[config.mk]
export PLATFORM = sky130hd
export DESIGN_NAME = id_ex_stage
export DESIGN_NICKNAME = d
export VERILOG_FILES = /design/src/rtl/pipe_pkg.sv /design/src/rtl/hazard_fsm.sv /design/src/rtl/id_ex_stage.sv
export SDC_FILE = /design/constraint.sdc
export NUM_CORES = 1
export LEC_CHECK = 0
export CAP_MARGIN = 20
export CELL_PAD_IN_SITES_DETAIL_PLACEMENT = 0
export CELL_PAD_IN_SITES_GLOBAL_PLACEMENT = 2
export CORE_MARGIN = 2
export CORE_UTILIZATION = 26
export DETAILED_ROUTE_END_ITERATION = 10
export HOLD_SLACK_MARGIN = 0.05
export MAX_ROUTING_LAYER = met4
export PLACE_DENSITY = 0.83
export RECOVER_POWER = 25
export SLEW_MARGIN = 20
export SYNTH_ARGS = -nofsm -noshare
export SYNTH_HDL_FRONTEND = slang
export SYNTH_SLANG_ARGS = --single-unit
[constraint.sdc]
create_clock -name clk -period 13.1 [get_ports clk]
set_clock_uncertainty 0.15 [all_clocks]
set_input_delay 1.31 -clock clk [delete_from_list [all_inputs] [get_ports clk]]
set_output_delay 1.31 -clock clk [all_outputs]
set_load 0.1 [all_outputs]
[src/rtl/pipe_pkg.sv]
// Shared pipeline definitions: default widths, the zero register and hazard FSM states.
package pipe_pkg;

  localparam int DW_DEF = 32;
  localparam int CW_DEF = 8;
  localparam logic [4:0] REG_ZERO = 5'd0;
  localparam logic [31:0] CNT_MAX = 32'hFFFF_FFFF;

  typedef enum logic {
    RUN  = 1'b0,
    HOLD = 1'b1
  } hz_state_e;

  // $0 is hard-wired, so a producer targeting it never creates a dependency.
  function automatic logic reg_match(input logic [4:0] prod,
                                     input logic [4:0] rs,
                                     input logic [4:0] rt);
    return (prod != REG_ZERO) && ((prod == rs) || (prod == rt));
  endfunction

endpackage

[src/rtl/hazard_fsm.sv]
// Load-use / branch-on-load hazard detection plus the RUN/HOLD bubble sequencer.
module hazard_fsm
  import pipe_pkg::*;
(
  input  logic       clk,
  input  logic       rst,
  input  logic [4:0] rs_id,
  input  logic [4:0] rt_id,
  input  logic       branch_id,
  input  logic       mem_read_ex,
  input  logic [4:0] write_reg_ex,
  input  logic       mem_read_em,
  input  logic [4:0] write_reg_em,
  output logic       stall
);

  hz_state_e state, state_nxt;
  logic      hit_ex, hit_em;
  logic      lu, ble, blm;

  assign hit_ex = reg_match(write_reg_ex, rs_id, rt_id);
  assign hit_em = reg_match(write_reg_em, rs_id, rt_id);

  // ALU producers are forwarded; only loads can force a bubble.
  assign lu  = mem_read_ex && !branch_id && hit_ex;
  assign ble = mem_read_ex &&  branch_id && hit_ex;
  assign blm = mem_read_em &&  branch_id && hit_em;

  always_ff @(posedge clk or posedge rst) begin
    if (rst) state <= RUN;
    else     state <= state_nxt;
  end

  always_comb begin
    state_nxt = state;
    stall     = 1'b0;
    unique case (state)
      RUN: begin
        if (lu || ble || blm) stall = 1'b1;
        // A branch comparing a load in EX needs the value out of MEM: two bubbles.
        if (ble) state_nxt = HOLD;
      end
      HOLD: begin
        stall     = 1'b1;
        state_nxt = RUN;
      end
      default: state_nxt = RUN;
    endcase
    if (rst) stall = 1'b0;
  end

endmodule

[src/rtl/id_ex_stage.sv]
// ID/EX pipeline register with hazard-driven bubble insertion and a saturating bubble counter.
module id_ex_stage
  import pipe_pkg::*;
#(
  parameter int DW = DW_DEF,
  parameter int CW = CW_DEF
) (
  input  logic          clk,
  input  logic          rst,
  input  logic [4:0]    RS_ID,
  input  logic [4:0]    RT_ID,
  input  logic [4:0]    RD_ID,
  input  logic          RegDst_ID,
  input  logic          RegWrite_ID,
  input  logic          MemRead_ID,
  input  logic          Branch_ID,
  input  logic [CW-1:0] Ctrl_ID,
  input  logic [DW-1:0] RD1_ID,
  input  logic [DW-1:0] RD2_ID,
  input  logic [DW-1:0] Imm_ID,
  input  logic [DW-1:0] PC4_ID,
  input  logic          MemRead_EM,
  input  logic [4:0]    WriteReg_EM,
  output logic [4:0]    RS_DE,
  output logic [4:0]    RT_DE,
  output logic [4:0]    WriteReg_EX,
  output logic          RegWrite_EX,
  output logic          MemRead_EX,
  output logic [CW-1:0] Ctrl_EX,
  output logic [DW-1:0] RD1_DE,
  output logic [DW-1:0] RD2_DE,
  output logic [DW-1:0] Imm_DE,
  output logic [DW-1:0] PC4_DE,
  output logic          Stall_IF,
  output logic          Stall_ID,
  output logic [31:0]   StallCnt
);

  logic bubble;

  hazard_fsm u_hazard_fsm (
    .clk          (clk),
    .rst          (rst),
    .rs_id        (RS_ID),
    .rt_id        (RT_ID),
    .branch_id    (Branch_ID),
    .mem_read_ex  (MemRead_EX),
    .write_reg_ex (WriteReg_EX),
    .mem_read_em  (MemRead_EM),
    .write_reg_em (WriteReg_EM),
    .stall        (bubble)
  );

  assign Stall_IF = bubble;
  assign Stall_ID = bubble;

  // A bubble is an all-zero entry, identical to the reset image.
  always_ff @(posedge clk or posedge rst) begin
    if (rst) begin
      RS_DE       <= REG_ZERO;
      RT_DE       <= REG_ZERO;
      WriteReg_EX <= REG_ZERO;
      RegWrite_EX <= 1'b0;
      MemRead_EX  <= 1'b0;
      Ctrl_EX     <= '0;
      RD1_DE      <= '0;
      RD2_DE      <= '0;
      Imm_DE      <= '0;
      PC4_DE      <= '0;
    end else if (bubble) begin
      RS_DE       <= REG_ZERO;
      RT_DE       <= REG_ZERO;
      WriteReg_EX <= REG_ZERO;
      RegWrite_EX <= 1'b0;
      MemRead_EX  <= 1'b0;
      Ctrl_EX     <= '0;
      RD1_DE      <= '0;
      RD2_DE      <= '0;
      Imm_DE      <= '0;
      PC4_DE      <= '0;
    end else begin
      RS_DE       <= RS_ID;
      RT_DE       <= RT_ID;
      WriteReg_EX <= RegDst_ID ? RD_ID : RT_ID;
      RegWrite_EX <= RegWrite_ID;
      MemRead_EX  <= MemRead_ID;
      Ctrl_EX     <= Ctrl_ID;
      RD1_DE      <= RD1_ID;
      RD2_DE      <= RD2_ID;
      Imm_DE      <= Imm_ID;
      PC4_DE      <= PC4_ID;
    end
  end

  always_ff @(posedge clk or posedge rst) begin
    if (rst)                               StallCnt <= 32'd0;
    else if (bubble && StallCnt != CNT_MAX) StallCnt <= StallCnt + 32'd1;
  end

endmodule

* After elaboration in Yosys (flattened, before gate mapping)
Index checks and enable logic that the tools add are counted.
** Cells by class
- Add/subtract/negate cells :: 1
- Equal/unequal tests :: 5
- Mux-type cells :: 16
- Bitwise logic cells :: 1
- Reduce and logical (&&, ||, !) cells :: 16
** Operator list (count)
- 32-bit 2-to-1 mux :: 4
- 32-bit by 1-bit adder with 32-bit output (second input constant) :: 1
- 32-bit != test (second input constant) :: 1
- 5-bit == test :: 4
- 5-bit 2-to-1 mux :: 4
- 5-bit nonzero test :: 2
- 1-bit logical AND :: 9
- 8-bit 2-to-1 mux :: 1
- 1-bit 2-to-1 mux :: 5
- 1-bit logical OR :: 4
- 1-bit one-hot mux with 2 select lines :: 2
- 1-bit logical NOT :: 1
- 1-bit NOT :: 1
** Storage, ports and cells
- Flip-flop bits (word level) :: 186
- Bits of input ports :: 163
- Output and inout port bits :: 187
- Logic and storage cells :: 51

* Logic depth before layout (Yosys ltp)
Gate-level depths: netlist of the first run.
- Word-level depth :: 10
- Mapped depth :: 10
- Depth with buffers taken out :: 8

* Cells and area by module
A second synthesis of the first run with hierarchy kept.
** Unflattened totals
- Cell total of the unflattened synthesis :: 507
- Area total of the unflattened synthesis :: 6771.5 um^2
** By module, submodules not included
- id_ex_stage :: times used 1, cells an instance 469, area an instance 6458.7 um^2, sequential area each 4629.4 um^2
- hazard_fsm :: times used 1, cells an instance 38, area an instance 312.8 um^2, sequential area each 25.0 um^2

* Worst setup path before layout of the first run
Ideal clock, no wire load.
- Path type :: input to output
- Start :: input port rst
- End :: output port Stall_IF
- Arrival time :: 7.117 ns
- Data required time :: 11.640 ns
- Slack :: 4.523 ns
- Cell stages on the path :: 6
- Buffers on the path :: 2
- Cell sequence :: inv_1 > o2111a_1 > a221oi_4 > clkbuf_2 > inv_2 > buf_4
** Between the ends
- Word-level cells in the longest chain between the ends :: 1
** RTL lines
- from (decl) :: RTL line id_ex_stage.sv:9 : input logic rst,
- 1-bit 2-to-1 mux :: RTL line hazard_fsm.sv:49 : if (rst) stall = 1'b0;
- to (decl) :: RTL line id_ex_stage.sv:34 : output logic Stall_IF,
Every way passes these cells.

* Worst setup path after layout of the first run
- Start :: input port rst
- End :: output port Stall_ID
** Between the ends
- Word-level cells in the longest chain between the ends :: 1
** RTL lines
- 1-bit 2-to-1 mux :: RTL line hazard_fsm.sv:49
- to (decl) :: RTL line id_ex_stage.sv:35 : output logic Stall_ID,
Every way passes these cells.

==> results of run 1 <==
-- synthesized netlist by cell type (2+ instances only) --
cell and count:
dfrtp_1 186, and2_1 149, xor2_1 41, nand2_1 18, nor2_1 16, clkbuf_2 15, nand3_1 12, nor3_1 9
xnor2_1 9, nor4_1 8, and3_1 6, buf_6 5, mux2i_1 5, and3_4 3, buf_4 3, nand4_1 3
nor3b_1 3, nor4_2 3, and3b_1 2, and4_1 2, mux2_2 2, or4_1 2
-- sequential cells by signal, indices dropped and copies added (netlist names) --
name                count
RT_DE                   5
PC4_DE                 32
StallCnt               32
RS_DE                   5
u_hazard_fsm.state      1
Imm_DE                 32
MemRead_EX              1
RD2_DE                 32
WriteReg_EX             5
RD1_DE                 32
RegWrite_EX             1
Ctrl_EX                 8
-- worst max-delay path, stage by stage --
cell,delay [ns]
dlygate4sd3_1,0.63
inv_8,0.59
o2111a_1,0.31
a221oi_1,0.11
inv_1,0.26
clkdlybuf4s50_1,1.19
-- area by class of cell --
cell class / count / area share [%]
Timing Repair Buffer: 352 / 31.4
Multi-Input combinational cell: 304 / 18.0
Tap cell: 335 / 3.74
Sequential cell: 186 / 41.5
Clock inverter: 14 / 1.45
Inverter: 2 / 0.134
Clock buffer: 18 / 3.83
-- per-layer routing --
layer | vias up | global-route usage [%]
li1 | 2336 | -
met2 | 180 | 24.5
met5 | - | -
met4 | 0 | 5.10
met3 | 17 | 3.34
met1 | 2384 | 18.4
-- power breakdown --
part	leakage (nW)	internal, W	switching, W
Clock	0.289	0.000259	0.000260
Sequential	2.25	0.000614	0.0000192
Combinational	2.24	0.000134	0.000375
Total	4.78	0.00101	0.000654
-- stage by stage --
step           power (W)  area [um^2]  setup WS (ns)  instances  util (%)
3_5_place_dp     0.00116        10600           7.30       1179      40.9
3_3_place_gp     0.00116        10600           7.36       1179      40.9
5_1_grt          0.00172        11200           6.97       1211      43.1
4_1_cts          0.00169        11200           7.30       1211      43.2
6_report         0.00166        11200           7.19       1211      43.1
2_1_floorplan    0.00100         6850           4.52        516         -
-- worst paths after layout --
check	endpoint	slack, ns	depth (start not counted)
max in group asynchronous	RD1_DE[19]	9.85	3
max	Stall_ID	7.19	6
min in group asynchronous	Imm_DE[31]	1.44	2
max reg2reg	StallCnt[26]	9.55	8
min reg2reg	StallCnt[19]	0.34	1
min	StallCnt[19]	0.34	1
-- logic make-up after synthesis --
| logic type | Yosys count | synth area share, % |
|---|---|---|
| simple gates | 241 | 21.2 |
| flops | 186 | 67.9 |
| xor+xnor | 50 | 6.39 |
| buf+inv | 26 | 2.41 |
| mux | 7 | 1.06 |
| compound gates | 5 | 0.803 |
| fa+ha+maj | 1 | 0.183 |
==> results.py, run 1 <==
metrics = {
    "clocking": {
        "htree_levels": 4,
        "cts.repair.resized": 0,
        "cts.clk_slew.worst_paths_ns": 0.08,
        "cts_tree": "done",
        "postCtsSetupRepairBufs": 0,
        "clk_latency_ns": 0.43,
        "clock_sinks": 186,
        "cts_made_buffers": 17,
        "ctsHoldBuffers": 0,
        "clock-root-buffer": "clkbuf_16",
        "cts_buffer_depth": 2,
    },
    "route": {
        "drc": 0,
        "wl_per_cell_um": 16.6,
        "dr_wl_met2_mm": 10.0,
        "dr.pass1.iters": 4,
        "ant_nets": 0,
        "met3_length_mm": 1.12,
        "wirelength_mm": 20.1,
        "vias": 4917,
        "drtIter0Drc": 286,
        "met1_length_mm": 8.57,
        "top_layer": "met4",
        "vias_per_cell": 4.06,
    },
    "setup_path": {
        "r2r-start": "WriteReg_EX[0]",
        "required_ns": 11.64,
        "crit_arrival_ns": 4.45,
        "worstPathMaxFanout": 116,
        "cp-start-kind": "input pin",
        "path_class": "in2out",
        "startpoint": "rst",
        "endpoint_kind": "primary output",
    },
    "logic_synthesis": {
        "yosysWarnings": 0,
        "syn_area_per_cell_um2": 13.3,
        "synth_cell_types": 36,
        "ys_ff_latch": 186,
        "synth_fp_nets": 680,
        "yosysTopAreaCell": "dfrtp_1",
        "synth_area_leaders": "dfrtp_1 68%, and2_1 14%, xor2_1 5.2%, xnor2_1 1.2%, clkbuf_2 1.1%",
        "seq_area_frac_synth_pct": 67.9,
        "synth_top_area_share_pct": 67.9,
        "syn_inst": 516,
        "synth_area_um2": 6850,
        "ys_async_sr_fraction_pct": 100,
        "synthFlopType": "dfrtp_1",
        "synth_edf_count": 0,
    },
    "timing": {
        "min_period_over_period_pct": 45.1,
        "setup_viol": 0,
        "fmax_mhz": 169,
        "finalHoldViolCount": 0,
        "holdWs_ns": 0.335,
        "fin_tns_setup_ns": 0,
        "worstMarginPinSlew_ns": 1.09,
        "maxSlewViolCount": 0,
        "slew_headroom_pct": 26.8,
        "rsz0062_at_grt": "no",
        "fin_crit_ns": 5.91,
    },
    "pwr": {
        "vdd_drop_max_mv": 0.0674,
        "p_per_area_nw_per_um2": 148,
        "p_leak_nw": 4.78,
    },
    "global_routing": {
        "antenna_found_initial": 0,
        "grt_pass1_vias": 5152,
        "grt.total_usage_pct": 15.0,
        "grt_overflow": 0,
        "grt_start_max_net_pins": 117,
        "grt_first_pass_wirelength_mm": 31.0,
    },
    "placed_design": {
        "io_buffers": 349,
        "gp_congestion": 0.792,
        "place_hpwl_mm": 14.4,
    },
    "die": {
        "fp.dieW_um": 166,
        "rows": 59,
        "die_area_um2": 27700,
        "coreArea_um2": 26000,
        "io_pins": 350,
        "die_h_um": 166,
        "initial_core_util_pct": 26.4,
    },
    "hold_path": {
        "hold_path.class": "reg2reg",
        "min_from": "StallCnt[19]",
    },
    "finish": {
        "multiInputGateArea_um2": 2010,
        "layout_commonest_cell": "clkdlybuf4s50_1",
        "area_delta_synth_final_pct": 63.6,
        "regArea_um2": 4650,
        "fin_nets": 1027,
        "num-fill-cells": 2469,
        "drive_gt1_share_pct": 5.02,
        "final_cell_mix": "327 x clkdlybuf4s50_1, 186 x dfrtp_1, 149 x and2_1",
        "antenna_cells": 0,
    },
    "run": {
        "cap_viol_max_count": 0,
    },
    "run_status": {
        "status": "finished clean",
    },
}
Power figures use the tool's default switching activity.
==> inputs of run 2 (changes only) <==
--- a/config.mk
+++ b/config.mk
@@ -9,11 +9,11 @@
 export CELL_PAD_IN_SITES_DETAIL_PLACEMENT = 0
 export CELL_PAD_IN_SITES_GLOBAL_PLACEMENT = 2
 export CORE_MARGIN = 2
-export CORE_UTILIZATION = 26
+export CORE_UTILIZATION = 22
 export DETAILED_ROUTE_END_ITERATION = 10
 export HOLD_SLACK_MARGIN = 0.05
 export MAX_ROUTING_LAYER = met4
-export PLACE_DENSITY = 0.83
+export PLACE_DENSITY = 0.74
 export RECOVER_POWER = 25
 export SLEW_MARGIN = 20
 export SYNTH_ARGS = -nofsm -noshare
==> constraint.sdc (replaced) <==
create_clock -name clk -period 4.9 [get_ports clk]
set_clock_uncertainty 0.15 [all_clocks]
set_input_delay 0.49 -clock clk [delete_from_list [all_inputs] [get_ports clk]]
set_output_delay 0.49 -clock clk [all_outputs]
set_load 0.1 [all_outputs]
==> run 2 against run 1 <==
Effect of this change: utilization shrank 6.1 points; the run now ends with max-capacitance violations, max-slew violations left; critical endpoint is now Stall_IF; clock power grew to 2.6 times the previous value; power grew to 2.7 times the previous value; cell count grew 5.4%.
==> results.py, run 2 (synthesized netlist as in run 1, its figures left out) <==
metrics = {
    "run_status": {
        "status": "finished with violations",
        "violations": "max-capacitance violations, max-slew violations",
    },
    "global_routing": {
        "antenna_found_initial": 1,
        "grt.total_usage_pct": 13.2,
        "grt_first_pass_wirelength_mm": 32.0,
        "grt_start_max_net_pins": 122,
        "grt_overflow": 0,
        "grt_pass1_vias": 5140,
    },
    "route": {
        "vias": 4908,
        "met3_length_mm": 1.51,
        "dr.pass1.iters": 4,
        "ant_nets": 0,
        "drc": 0,
        "met1_length_mm": 8.81,
        "wirelength_mm": 20.8,
        "drtIter0Drc": 145,
        "dr_wl_met2_mm": 10.2,
        "wl_per_cell_um": 16.3,
        "vias_per_cell": 3.85,
        "top_layer": "met4",
    },
    "die": {
        "fp.dieW_um": 180,
        "io_pins": 350,
        "rows": 64,
        "coreArea_um2": 30600,
        "initial_core_util_pct": 22.4,
        "die_area_um2": 32600,
        "die_h_um": 180,
    },
    "finish": {
        "drive_gt1_share_pct": 5.69,
        "final_cell_mix": "345 x clkdlybuf4s50_1, 186 x dfrtp_1, 149 x and2_1",
        "layout_commonest_cell": "clkdlybuf4s50_1",
        "num-fill-cells": 2982,
        "area_delta_synth_final_pct": 65.2,
        "design_area_um2": 11300,
        "fin_nets": 1030,
    },
    "setup_path": {
        "required_ns": 4.26,
        "endpoint_kind": "primary output",
        "worstPathMaxFanout": 10,
        "crit_arrival_ns": 2.80,
        "cp-start-kind": "input pin",
        "path_class": "in2out",
    },
    "timing": {
        "min_period_over_period_pct": 70.1,
        "finalHoldViolCount": 0,
        "slew_headroom_pct": -21.4,
        "fin_tns_setup_ns": 0,
        "rsz0062_at_grt": "no",
        "worstMarginPinSlew_ns": 1.82,
        "fmax_mhz": 291,
        "setup_viol": 0,
        "maxSlewViolCount": 143,
        "fin_crit_ns": 3.44,
    },
    "clocking": {
        "cts.clk_slew.worst_paths_ns": 0.07,
        "postCtsSetupRepairBufs": 0,
        "cts_tree": "done",
        "ctsHoldBuffers": 0,
        "cts_buffer_depth": 2,
        "cts_made_buffers": 17,
        "clock_sinks": 186,
        "clk_latency_ns": 0.43,
        "cts.repair.resized": 0,
        "clock-root-buffer": "clkbuf_16",
        "htree_levels": 4,
    },
    "placed_design": {
        "io_buffers": 349,
        "gp_congestion": 0.765,
        "place_area_um2": 10800,
        "place_hpwl_mm": 15.4,
    },
    "hold_path": {
        "hold_path.class": "reg2reg",
    },
    "run": {
        "cap_viol_max_count": 2,
    },
    "pwr": {
        "p_per_area_nw_per_um2": 391,
        "vdd_drop_max_mv": 0.194,
        "p_leak_nw": 4.78,
    },
}
run 2: per-layer routing:
| metal | global-route usage (%) | vias to the layer above |
|---|---|---|
| li1 | - | 2339 |
| met1 | 15.8 | 2350 |
| met2 | 21.2 | 202 |
| met3 | 4.57 | 17 |
| met4 | 3.74 | 0 |
| met5 | - | - |
run 2: through the flow:
| step | utilization (%) | total power [W] | instances | hold slack, ns | setup WS, ns |
|---|---|---|---|---|---|
| after global placement | 35.2 | 0.00311 | 1243 | 0.325 | 1.25 |
| after floorplan | - | 0.00268 | 516 | 0.362 | -0.472 |
| after CTS | 37.0 | 0.00451 | 1275 | 0.342 | 1.45 |
| after global routing | 37.0 | 0.00461 | 1276 | 0.351 | 1.17 |
| final | 37.0 | 0.00443 | 1276 | 0.341 | 1.46 |
| after detailed placement | 35.2 | 0.00311 | 1243 | 0.326 | 1.24 |
run 2: final cells by class:
type	count	area (um^2)	area share, %
sequential	186	4650	41.1
timing repair buffer	355	3540	31.3
clock buffer	21	460	4.07
inverter	2	21.3	0.188
multi-input combinational	304	2040	18.0
tap	396	495	4.38
clock inverter	11	111	0.984
antenna	1	2.50	0.0221
run 2: worst paths after layout:
check / start / endpoint / slack (ns) / depth (start not counted)
max: WriteReg_EM[0] / Stall_IF / 1.46 / 6
min: StallCnt[27] / StallCnt[27] / 0.34 / 1
max reg2reg: WriteReg_EX[1] / StallCnt[11] / 1.86 / 7
min reg2reg: StallCnt[27] / StallCnt[27] / 0.34 / 1
max in group asynchronous: rst / PC4_DE[16] / 1.69 / 4
min in group asynchronous: rst / RD1_DE[18] / 0.71 / 3
run 2: power by group:
group          switching (W)  leakage, nW  internal, W  total [W]
clock network       0.000624        0.275     0.000737    0.00136
logic                0.00100         2.25     0.000364    0.00137
registers          0.0000563         2.25      0.00164    0.00170
run 2: critical path, stage by stage:
cell and delay [ns]:
clkdlybuf4s50_1 0.46, or4_1 0.54, o2111a_1 0.28, a221oi_4 0.71, inv_12 0.04, buf_4 0.26
==> inputs of run 3 (changes only) <==
--- a/config.mk
+++ b/config.mk
@@ -9,11 +9,11 @@
 export CELL_PAD_IN_SITES_DETAIL_PLACEMENT = 0
 export CELL_PAD_IN_SITES_GLOBAL_PLACEMENT = 2
 export CORE_MARGIN = 2
-export CORE_UTILIZATION = 22
+export CORE_UTILIZATION = 24
 export DETAILED_ROUTE_END_ITERATION = 10
 export HOLD_SLACK_MARGIN = 0.05
 export MAX_ROUTING_LAYER = met4
-export PLACE_DENSITY = 0.74
+export PLACE_DENSITY = 0.77
 export RECOVER_POWER = 25
 export SLEW_MARGIN = 20
 export SYNTH_ARGS = -nofsm -noshare
==> constraint.sdc (replaced) <==
create_clock -name clk -period 3.54 [get_ports clk]
set_clock_uncertainty 0.15 [all_clocks]
set_input_delay 0.354 -clock clk [delete_from_list [all_inputs] [get_ports clk]]
set_output_delay 0.354 -clock clk [all_outputs]
set_load 0.1 [all_outputs]
==> run 3 against run 2 <==
Effect of this change: the flow still finishes with violations (max-capacitance violations, max-slew violations); critical path depth grew 1; power grew 40%; via count shrank 0.59%; wire length shrank 3.0%; cell area grew 0.72%; utilization grew 3.8 points; global-route usage grew 0.80 points; non-clock buffer count grew 1; critical path type unchanged; largest cell class unchanged.
==> results.py, run 3 (synthesized netlist as in run 1, its figures left out) <==
metrics = {
    "timing": {
        "finalHoldViolCount": 0,
        "holdWs_ns": 0.339,
        "worstMarginPinSlew_ns": 1.77,
        "setup_viol": 0,
        "slew_headroom_pct": -18.3,
        "fin_crit_ns": 3.09,
        "maxSlewViolCount": 70,
        "rsz0062_at_grt": "no",
        "min_period_over_period_pct": 87.3,
        "fin_tns_setup_ns": 0,
        "fmax_mhz": 324,
    },
    "die": {
        "rows": 61,
        "fp.dieW_um": 173,
        "die_h_um": 173,
        "die_area_um2": 29900,
        "initial_core_util_pct": 24.5,
        "io_pins": 350,
        "coreArea_um2": 27900,
    },
    "finish": {
        "num-fill-cells": 2682,
        "multiInputGateArea_um2": 2070,
        "area_delta_synth_final_pct": 66.4,
        "fin_util_pct": 40.8,
        "drive_gt1_share_pct": 6.70,
        "final_cell_mix": "345 x clkdlybuf4s50_1, 186 x dfrtp_1, 149 x and2_1",
        "layout_commonest_cell": "clkdlybuf4s50_1",
        "regArea_um2": 4650,
        "fin_nets": 1031,
    },
    "clocking": {
        "htree_levels": 4,
        "cts_tree": "done",
        "postCtsSetupRepairBufs": 0,
        "cts_buffer_depth": 2,
        "cts.clk_slew.worst_paths_ns": 0.09,
        "cts_made_buffers": 17,
        "ctsHoldBuffers": 0,
        "clock-root-buffer": "clkbuf_16",
        "clk_latency_ns": 0.43,
        "cts.repair.resized": 0,
        "clock_sinks": 186,
    },
    "setup_path": {
        "crit_arrival_ns": 2.59,
        "required_ns": 3.04,
        "r2r_slack_ns": 0.88,
        "worstPathMaxFanout": 41,
        "path_class": "in2out",
        "cp-start-kind": "input pin",
        "r2r_end": "StallCnt[17]",
        "ff2ff_path_depth": 8,
        "r2r-start": "WriteReg_EX[0]",
        "endpoint_kind": "primary output",
    },
    "global_routing": {
        "grt.total_usage_pct": 14.0,
        "grt_start_max_net_pins": 119,
        "antenna_found_initial": 1,
        "grt_pass1_vias": 5263,
        "grt_first_pass_wirelength_mm": 31.6,
        "grt_overflow": 0,
    },
    "placed_design": {
        "place_hpwl_mm": 14.6,
        "io_buffers": 349,
        "gp_congestion": 0.767,
    },
    "route": {
        "wirelength_mm": 20.2,
        "ant_nets": 0,
        "wl_per_cell_um": 16.0,
        "vias_per_cell": 3.88,
        "vias": 4879,
        "drc": 0,
        "dr.pass1.iters": 4,
        "drtIter0Drc": 280,
    },
    "run": {
        "cap_viol_max_count": 1,
    },
    "hold_path": {
        "hold_path.class": "in2reg",
        "whs_endpoint": "Imm_DE[5]",
        "min_from": "Imm_ID[5]",
        "hold_depth": 2,
    },
    "pwr": {
        "vdd_drop_max_mv": 0.282,
        "netSwitchingPower_w": 0.00243,
        "power_frac_seq_pct": 37.9,
        "p_sw_share_pct": 39.2,
        "intPower_w": 0.00376,
        "power.share.clock_pct": 31.4,
        "p_leak_nw": 4.81,
        "p_per_area_nw_per_um2": 543,
        "finalPower_w": 0.00619,
        "comb_power_share_pct": 30.7,
    },
    "run_status": {
        "violations": "max-capacitance violations, max-slew violations",
        "status": "finished with violations",
    },
}
-- run 3: changes by cell type in the layout (fill, tap and decap cells not counted), sizes merged --
cell,before,now
clkinv,5,7
inv,4,8
bufinv,1,0
dlygate4sd3,2,1
clkbuf,23,22
clkinvlp,3,1
-- run 3: how the worst max path moves through the flow --
stage / to / startpoint
final: Stall_IF / WriteReg_EM[0]
after global routing: PC4_DE[26] / rst
after CTS: Stall_IF / WriteReg_EX[0]
after global placement: StallCnt[5] / WriteReg_EM[0]
after floorplan: Stall_IF / rst
after detailed placement: StallCnt[17] / WriteReg_EM[0]
-- run 3: stage by stage --
step / instances / setup WS [ns] / instance area, um^2
floorplan: 516 / -1.56 / 7050
global placement: 1226 / 0.444 / 10800
detailed placement: 1226 / 0.417 / 10800
CTS: 1258 / 0.407 / 11400
global route: 1259 / 0.197 / 11400
finish: 1259 / 0.450 / 11400
-- run 3: power groups by stage --
stage / Combinational [W] / Clock [W] / Sequential [W]
2_1_floorplan: 0.000223 / 0 / 0.00351
3_3_place_gp: 0.00191 / 0 / 0.00238
3_5_place_dp: 0.00192 / 0 / 0.00239
4_1_cts: 0.00192 / 0.00203 / 0.00235
5_1_grt: 0.00197 / 0.00211 / 0.00236
6_report: 0.00190 / 0.00194 / 0.00234
-- run 3: layout make-up --
type	count	area share (%)
inverters	2	0.187
multi-input cells	304	18.1
well taps	378	4.15
repair buffers	356	31.4
diodes	1	0.0219
clock inverters	14	1.47
flip-flops and latches	186	40.8
clock buffers	18	3.85
-- run 3: per-layer routing --
layer / vias to the layer above / share of wire [%] / GRT usage [%]
met2: 191 / 50 / 23.1
met5: - / 0 / -
met3: 11 / 7.0 / 4.64
met1: 2335 / 42 / 16.7
met4: 0 / 0.85 / 3.28
li1: 2342 / - / -
-- run 3: worst max-delay path: stages --
cell and delay [ns]:
clkdlybuf4s50_1 0.49, or4_1 0.55, o2111a_1 0.28, a221oi_4 0.40, buf_12 0.27, inv_12 0.06, buf_12 0.16
